--- src/rtl/greenhouse_zone_ctrl.sv ---
// greenhouse_zone_ctrl
//
// Multi-zone greenhouse climate controller. Every zone takes one temperature
// sample on the shared `sample` strobe. It compares the sample against its own
// setpoint using a hysteresis deadband, then drives independent heat and cool
// outputs. A minimum dwell time separates successive actuator changes in a
// zone. Each zone also raises an alarm when its temperature leaves a wider
// band around the setpoint. All zones update in parallel on the same edge.
//
// Parameters:
//   ZONES      - number of independent zones (>= 1)
//   TW         - temperature / setpoint width, unsigned
//   HYST       - half-width of the hysteresis deadband, in temperature LSBs
//   MIN_DWELL  - minimum clock cycles between state transitions of a zone (>= 1)
//   ALARM_BAND - deviation from setpoint that raises the alarm, in LSBs
//
// Ports:
//   clk             in  1         system clock, rising edge
//   rst             in  1         asynchronous active-high reset
//   sample          in  1         new temperature set valid this cycle
//   greenhouse_temp in  ZONES*TW  packed temperatures, zone i at [i*TW +: TW]
//   setpoint        in  ZONES*TW  packed setpoints, same packing
//   enable          in  ZONES     per-zone run enable
//   heat            out ZONES     heater drive, registered
//   cool            out ZONES     cooler drive, registered
//   alarm           out ZONES     out-of-band alarm, registered

module greenhouse_zone_ctrl #(
  parameter int ZONES      = 4,
  parameter int TW         = 8,
  parameter int HYST       = 2,
  parameter int MIN_DWELL  = 16,
  parameter int ALARM_BAND = 10
) (
  input  logic                clk,
  input  logic                rst,
  input  logic                sample,
  input  logic [ZONES*TW-1:0] greenhouse_temp,
  input  logic [ZONES*TW-1:0] setpoint,
  input  logic [ZONES-1:0]    enable,
  output logic [ZONES-1:0]    heat,
  output logic [ZONES-1:0]    cool,
  output logic [ZONES-1:0]    alarm
);

  localparam int TX = TW + 1;
  localparam int DW = $clog2(MIN_DWELL + 1);

  localparam logic [TW:0]   HYST_X     = TX'(HYST);
  localparam logic [TW:0]   BAND_X     = TX'(ALARM_BAND);
  localparam logic [TW:0]   MAX_X      = {1'b0, {TW{1'b1}}};
  localparam logic [DW-1:0] DWELL_LOAD = DW'(MIN_DWELL);
  localparam logic [DW-1:0] DWELL_ONE  = DW'(1);

  // The encoding places HEAT on bit 0 and COOL on bit 1. The heat and cool
  // outputs then come straight from the state flops. Both bits can never be
  // set at the same time.
  typedef enum logic [1:0] {
    IDLE = 2'b00,
    HEAT = 2'b01,
    COOL = 2'b10
  } state_t;

  // Computes a - b one bit wider than the operands. The result clamps at 0,
  // so a setpoint close to 0 cannot wrap around to a large threshold.
  function automatic logic [TW-1:0] sat_sub(input logic [TW-1:0] a,
                                            input logic [TW:0]   b);
    logic [TW:0] ax;
    ax = {1'b0, a};
    if (ax < b) begin
      return '0;
    end
    return TW'(ax - b);
  endfunction

  // Computes a + b one bit wider than the operands. The result clamps at the
  // largest representable temperature, so a setpoint near the top of the
  // range cannot wrap around to a small threshold.
  function automatic logic [TW-1:0] sat_add(input logic [TW-1:0] a,
                                            input logic [TW:0]   b);
    logic [TW:0] sum;
    sum = {1'b0, a} + b;
    if (sum > MAX_X) begin
      return '1;
    end
    return TW'(sum);
  endfunction

  for (genvar z = 0; z < ZONES; z++) begin : g_zone

    logic [TW-1:0] t;
    logic [TW-1:0] sp;
    logic [TW-1:0] lo;
    logic [TW-1:0] hi;
    logic [TW-1:0] alo;
    logic [TW-1:0] ahi;
    state_t        state_q;
    state_t        state_d;
    logic [DW-1:0] dwell_q;
    logic [DW-1:0] dwell_d;
    logic          alarm_q;
    logic          alarm_d;
    logic          ready;

    assign t   = greenhouse_temp[z*TW +: TW];
    assign sp  = setpoint[z*TW +: TW];
    assign lo  = sat_sub(sp, HYST_X);
    assign hi  = sat_add(sp, HYST_X);
    assign alo = sat_sub(sp, BAND_X);
    assign ahi = sat_add(sp, BAND_X);

    // A transition loads the dwell counter with MIN_DWELL. The counter then
    // counts down one step per edge. The edge that takes the counter from 1
    // to 0 is the MIN_DWELL-th edge after the transition, so the zone may
    // already move again on that edge. Zones that are idle or re-enabled hold
    // the counter at 0 and can always move.
    assign ready = (dwell_q <= DWELL_ONE);

    // Next-state logic for this zone. A disabled zone is forced to IDLE with
    // its dwell and alarm cleared, and this takes priority over any sample.
    // When enabled, the alarm is re-evaluated on every sample whatever the
    // dwell state. The heat/cool FSM moves only when the dwell has elapsed.
    // HEAT and COOL can only return to IDLE, so a reversal always waits out
    // a full dwell in IDLE.
    always_comb begin
      state_d = state_q;
      dwell_d = (dwell_q != '0) ? (dwell_q - DWELL_ONE) : '0;
      alarm_d = alarm_q;

      if (!enable[z]) begin
        state_d = IDLE;
        dwell_d = '0;
        alarm_d = 1'b0;
      end else if (sample) begin
        alarm_d = (t < alo) || (t > ahi);
        if (ready) begin
          case (state_q)
            IDLE: begin
              if (t < lo) begin
                state_d = HEAT;
              end else if (t > hi) begin
                state_d = COOL;
              end
            end
            HEAT: begin
              if (t >= sp) begin
                state_d = IDLE;
              end
            end
            COOL: begin
              if (t <= sp) begin
                state_d = IDLE;
              end
            end
            default: begin
              state_d = IDLE;
            end
          endcase
          if (state_d != state_q) begin
            dwell_d = DWELL_LOAD;
          end
        end
      end
    end

    // State, dwell and alarm registers. Reset clears them at once, so an
    // actuator that is running drops out without waiting for a clock edge.
    always_ff @(posedge clk or posedge rst) begin
      if (rst) begin
        state_q <= IDLE;
        dwell_q <= '0;
        alarm_q <= 1'b0;
      end else begin
        state_q <= state_d;
        dwell_q <= dwell_d;
        alarm_q <= alarm_d;
      end
    end

    assign heat[z]  = state_q[0];
    assign cool[z]  = state_q[1];
    assign alarm[z] = alarm_q;

  end : g_zone

endmodule

--- config.mk ---
export PLATFORM = sky130hd
export DESIGN_NAME = greenhouse_zone_ctrl
export DESIGN_NICKNAME = d
export VERILOG_FILES = /design/src/rtl/greenhouse_zone_ctrl.sv
export SDC_FILE = /design/constraint.sdc
export NUM_CORES = 1
export LEC_CHECK = 0
export ABC_AREA = 0
export BUFFER_PORTS_ARGS = -buffer_cell sky130_fd_sc_hd__clkbuf_2
export CELL_PAD_IN_SITES_DETAIL_PLACEMENT = 2
export CELL_PAD_IN_SITES_GLOBAL_PLACEMENT = 2
export CORE_UTILIZATION = 36
export CTS_CLUSTER_SIZE = 25
export DETAILED_ROUTE_END_ITERATION = 8
export PLACE_DENSITY_LB_ADDON = 0.1
export SLEW_MARGIN = 25
export SYNTH_ARGS = -nofsm -noshare
export SYNTH_HDL_FRONTEND = slang
export SYNTH_SLANG_ARGS = --single-unit
export TNS_END_PERCENT = 20
--- constraint.sdc ---
create_clock -name clk -period 2 [get_ports clk]
set_clock_uncertainty 0.05 [all_clocks]
set_input_delay 0.1 -clock clk [delete_from_list [all_inputs] [get_ports clk]]
set_output_delay 0.1 -clock clk [all_outputs]
set_load 0.05 [all_outputs]
==> results by stage, run 1 <==
Synthesis:
- The most used standard cell by instance count after synthesis is ha_1.
- For this run, the leading register cell type out of synthesis is dfrtp_1.
- The netlist area before placement is 7470 sq um.
- The proportion of synthesized area in mux cells is 0.0109.
- Ranked by total cell area, the synthesized netlist is headed by ha_1 29%, dfrtp_1 11%, a21oi_1 6.0%.
- The number of library cell types mapped by synthesis is 79.
- The number of synthesized flops with an enable pin is 0.
- The synthesized instance count is 985.
- By area, the combinational part of the netlist is dominated by adder cells.
- Of the post-synthesis cell area, the dominant cell type holds 0.288.
- The number of nets handed over by synthesis was 1,228.
- The xor and xnor fraction of the mapped netlist area is 0.0516.
- The count of synthesis-stage warnings from yosys is 0.
- After synthesis the netlist holds a flip-flop and latch count of 32.
- The area share of and/or/nand/nor cells after synthesis is 0.251.
- The cell accounting for the most synthesized area is ha_1.
- The post-synthesis sequential area ratio is 0.107.
- The average cell area after synthesis is 7.58 sq um.
- By count the netlist is led by 172 x ha_1, 97 x nand2_1, 90 x a21oi_1, 89 x nor2_1, 51 x o21ai_0.
- The compound-gate portion of the synthesized area is 0.243.
- In the synthesized netlist the async set-or-reset flop fraction comes to 1.00.
- Of the total synthesized cell area, the portion taken by full adders, half adders and majority gates is 0.288.

Status:
- The flow did not finish.
- The tool reported: "[ERROR DPL-0033] detailed placement checks failed during check placement".
- The stage where the run ended is clock tree synthesis.

Clock network:
- Clock tree synthesis selected as its root buffer the cell clkbuf_16.
- In this run the post-CTS setup repair buffer count came out at 17.
- The hold-fix buffer count after cts is 1.
- The TritonCTS sink count is 32.
- The deepest level of the CTS H-tree is 2.
- Post-CTS repair changed the size of 129 cells.
- The number of buffers on the longest clock path is 2.
- The total clock buffers created by CTS is 5.

Placed design:
- In this run the tool buffered the top-level ports with 82 buffer cells.
- Detailed placement finished with a half-perimeter wire length of 30,000 um.
- The placed cell count is 1,550.
- After detailed placement, the total cell area comes to 9940 sq um.
- The final weighted congestion of routability-driven global placement is 0.888.

Floorplan:
- The overall die width is 146 um.
- The initial core utilization is 0.368.
- The I/O pin count is 83.
- The initialized floorplan defines 52 standard-cell rows.
- The height of the die is 146 um.
-- through the flow --
step                      hold WS, ps  TNS [ps]  worst slack [ps]  utilization
after floorplan                   160    -15220              -811            -
after global placement            146    -24130             -1070        0.490
after detailed placement          156    -31220             -1510        0.490
-- cell families after synthesis --
kind of cell | after synthesis
and+or+nand+nor | 368
muxes | 8
DFF | 32
buffers and inverters | 84
AOI/OAI and AO/OA | 277
xor gates and xnor gates | 44
adders and majority gates | 172
==> run 2: changes to the inputs <==
--- a/config.mk
+++ b/config.mk
@@ -7,12 +7,9 @@
 export LEC_CHECK = 0
 export ABC_AREA = 0
 export BUFFER_PORTS_ARGS = -buffer_cell sky130_fd_sc_hd__clkbuf_2
-export CELL_PAD_IN_SITES_DETAIL_PLACEMENT = 2
-export CELL_PAD_IN_SITES_GLOBAL_PLACEMENT = 2
-export CORE_UTILIZATION = 36
-export CTS_CLUSTER_SIZE = 25
+export CORE_UTILIZATION = 40
 export DETAILED_ROUTE_END_ITERATION = 8
-export PLACE_DENSITY_LB_ADDON = 0.1
+export PLACE_DENSITY_LB_ADDON = 0.15
 export SLEW_MARGIN = 25
 export SYNTH_ARGS = -nofsm -noshare
 export SYNTH_HDL_FRONTEND = slang
==> run 2 against run 1 <==
Synthesized area is the same. Synthesized cell count is the same. The flow now finishes, with violations (design-rule violations, negative setup slack).
==> results by stage, run 2 <==
Critical path:
- The worst register-to-register path has a depth of 6.
- The startpoint identified for the worst register-to-register timing path is g_zone[2].dwell_q[1]$_DFF_PP0_.
- The most prevalent standard cell on the critical path is o21a_1.
- Traced cell by cell, the critical path runs through clkbuf_8 > clkinvlp_4 > ha_4 > a21oi_2 > a2bb2oi_1 > o31a_1 > nand3_1 > o21ai_1 > ha_1 > a21oi_2 > o21a_1 > or3b_4 > o2bb2ai_2 > o21a_1 > o21a_1.
- On the critical path, the stage with the largest delay is an instance of or3b_4.
- The end of the worst register-to-register path is g_zone[2].dwell_q[0]$_DFF_PP0_.
- The highest net fanout along the worst path is 4.
- STA puts the critical path data required time at 2110 ps.
- The most critical setup path has its startpoint at setpoint[1].
- STA classifies the critical path startpoint as a primary input.
- The kind of critical path is primary input to flop.
- The arrival time reported for the critical path endpoint is 2790 ps.
- The worst setup path is captured at a flop.
- The reg-to-reg setup timing slack is 220 ps.
- The critical path ends at g_zone[0].dwell_q[4]$_DFF_PP0_.
- For this run, the slowest stage of the critical path takes 380 ps.

Finish:
- The layout has 1,732 filler cells.
- In the final layout, the registers with the most flip-flops are g_zone.dwell_q x20, g_zone.state_q x8, g_zone.alarm_q x4.
- The final non-filler cell area is 10,500 sq um.
- Leaving out filler cells and counting taps, the final layout contains 1,517.
- In the final design database the tool counted 1,530 nets.
- The register with the most flip-flops is g_zone.dwell_q.
- The library cell used most frequently in the layout, excluding fill and tap cells, is buf_4.
- The count of inserted antenna diode cells is 0.
- Of the cells placed in the final design, the portion with a size suffix greater than 1 is 0.333.
- The area growth from synthesis to layout is 40.0%.
- The top cell types in the final layout, fill and taps aside, are 233 x buf_4, 163 x ha_1, 97 x nand2_1.
- The final design utilization is 0.576.
- The flip-flop count of the largest register, all copies and words added is 20.

Synthesis:
- The share of flip-flops with an asynchronous set or reset was 1.00 (unchanged).
- The proportion of synthesized area in mux cells is 0.0109 (unchanged).
- The compound-gate portion of the synthesized area is 0.243 (unchanged).
- The net count of the mapped netlist came to 1,228 (unchanged).
- Among all flip-flop cells after synthesis, the most frequent one is dfrtp_1.
- The netlist area before placement came to 7470 sq um (unchanged).
- The xor and xnor fraction of the mapped netlist area is 0.0516 (unchanged).
- The average cell area after synthesis was 7.58 sq um (unchanged).
- The post-synthesis sequential area ratio is 0.107 (unchanged).
- The cell accounting for the most synthesized area is ha_1.
- The number of library cell types mapped by synthesis is 79 (unchanged).
- The number of synthesized flops with an enable pin was 0 (unchanged).
- The synthesized instance count is 985 (unchanged).
- The count of synthesis-stage warnings from yosys came to 0 (unchanged).
- The synthesized-area fraction occupied by adder cells came to 0.288 (unchanged).
- In the post-synthesis netlist, the biggest area contributors are ha_1 29%, dfrtp_1 11%, a21oi_1 6.0%.
- The number of register bits inferred by synthesis is 32 (unchanged).
- The dominant combinational cell family by area after synthesis is adder cells.
- The top cell type's share of synthesized area is 0.288 (unchanged).
- By count the netlist is led by 172 x ha_1, 97 x nand2_1, 90 x a21oi_1, 89 x nor2_1, 51 x o21ai_0.
- ha_1 is the most common cell in the netlist.
- The area share of and/or/nand/nor cells after synthesis is 0.251 (unchanged).

Clock network:
- After clock tree synthesis, the clock-pin slew on the worst setup and hold paths is 50 ps.
- The number of buffers on the longest clock path came to 2 (unchanged).
- The later pin in the worst-skew pair is clocked with a latency of 270 ps.
- The total clock buffers created by CTS is 5 (unchanged).
- The TritonCTS sink count is 32 (unchanged).
- The TritonCTS clock tree is built.
- The cell at the root of the clock tree is clkbuf_16.
- The deepest level of the CTS H-tree is 2 (unchanged).

Detailed routing:
- Using the TritonRoute via totals, the vias-per-cell ratio works out to 5.43.
- The total number of vias is 8,244.
- The DRC marker count from the first detailed-route iteration is 378.
- Summed over all layers, the routed wires come to 22,300 um.
- The pre-antenna-repair detailed-routing pass consisted of 7 iterations.
- The remaining routing DRC violations is 12.
- In this run the remaining antenna-violating nets after routing total 0.
- In the final routed layout, each cell accounts on average for 14.7 um.

Pwr:
- For this design the static power due to leakage is 5.14 nW.
- For this design the ratio of total power to cell area is 514 nW/um^2.
- The worst-case IR drop observed on VDD is 0.000503 V.

Timing:
- Setup repair after global routing could not meet its margin everywhere.
- The final number of hold-violating endpoints is 0.
- The transition at the pin with the smallest max-transition slack is 474 ps.
- The share of the cycle needed by the critical path after routing is 1.34.
- The highest achievable clock rate is 373 MHz.
- The final period demand of the worst path is 2680 ps.
- The headroom to the max-slew limit is 0.681.
- Summed over all failing endpoints, the final setup total negative slack is -13,070 ps.
- The final count of pins violating max slew is 0.
- Setup violations remaining at the end of the flow were counted as 27.
- The final worst setup slack is -681 ps.
- The worst hold slack is 50.8 ps.

Floorplan:
- The I/O pin count is 83 (unchanged).
- The placeable core area is 18,100 sq um.
- The height of the die was 139 um (-5.1%).
- The overall die width is 139 um (-5.1%).
- The floorplan row count is 49 (-5.8%).
- The die area is 19,200 sq um.
- The initial core utilization is 0.412 (+0.0436).

Status:
- The final reports fail on design-rule violations, negative setup slack.
- The run finished, with violations left.

Placed design:
- The number of buffers added on ports was 82 (unchanged).
- The post-DP HPWL is 18,700 um (-38%).
- The standard cell area after detailed placement was 9810 sq um (-1.3%).
- The final weighted congestion of routability-driven global placement was 0.902 (+1.5%).
- The placed cell count is 1,499 (-3.3%).

GRT:
- The wire length of the first global-routing pass is 37,300 um.
- Summed over all layers, the global routing overflow is 0.
- The via count of the first global-routing pass is 7,936.
- The pin count of the biggest net entering global routing is 33.
- For this run, the total global-route usage over all layers was measured as 0.231.
- The initial antenna violation count was 0.

Flow run:
- The tool flagged a number of max-cap violations equal to 0.

Hold path:
- The type of the tightest min-delay check is primary input to flop.
run 2: cell counts after synthesis:
Identical to the previous run, type by type.
run 2: repair_timing:
action	CTS	global route
hold buffers	1	0
endpoints found under the setup margin	28	28
gates cloned	0	0
endpoints found under the hold margin	32	0
pin swaps	45	20
resized for setup	51	38
setup buffers	4	5
run 2: how the worst min path moves through the flow:
stage	cells past startpoint	slack, ps	endpoint	from
global route	2	70	g_zone[0].dwell_q[4]$_DFF_PP0_	enable[0]
CTS	3	70	g_zone[3].dwell_q[4]$_DFF_PP0_	enable[3]
global placement	3	150	g_zone[2].dwell_q[4]$_DFF_PP0_	rst
floorplan	2	160	g_zone[3].dwell_q[4]$_DFF_PP0_	enable[3]
finish	3	50	g_zone[3].dwell_q[4]$_DFF_PP0_	enable[3]
detailed placement	3	150	g_zone[2].state_q[0]$_DFFE_PP0P_	rst
run 2: where the power goes:
group	internal, mW	total, mW	switching (mW)
Clock	0.584	0.846	0.262
Combinational	1.62	3.50	1.88
Sequential	0.834	1.03	0.196
Total	3.04	5.37	2.34
run 2: layout make-up:
cell class                 count  area (sq um)  share of cell area
multi-input combinational    869          6670               0.638
timing repair buffer         323          2310               0.221
sequential                    32           801              0.0766
tap                          229           287              0.0274
inverter                      56           220              0.0211
clock buffer                   5           125              0.0120
clock inverter                 3          42.5             0.00407
run 2: worst max-delay path: cells and delay by family:
family,cells,cell delay (ps)
fa+ha+maj,2,590
simple gates,2,460
compound gates,9,1420
buf+inv,2,220
run 2: logic make-up (layout without fill, tap and decap cells):
kind of cell / count (synthesis) / count (layout)
xor+xnor: 44 / 44
mux: 8 / 8
flops: 32 / 32
compound gates: 277 / 277
buf+inv: 84 / 387
simple gates: 368 / 368
fa+ha+maj: 172 / 172
run 2: stage by stage:
stage	power, mW	worst slack, ps
floorplan	3.18	-811
global route	5.90	-829
CTS	5.31	-679
finish	5.37	-681
global placement	4.27	-1020
detailed placement	4.31	-1070
run 2: per-layer routing:
metal,track usage,wire length [um]
met1,0.315,10900
met2,0.402,10400
met3,0.0211,723
met4,0.0322,291
met5,0,0
Power figures use the tool's default switching activity.
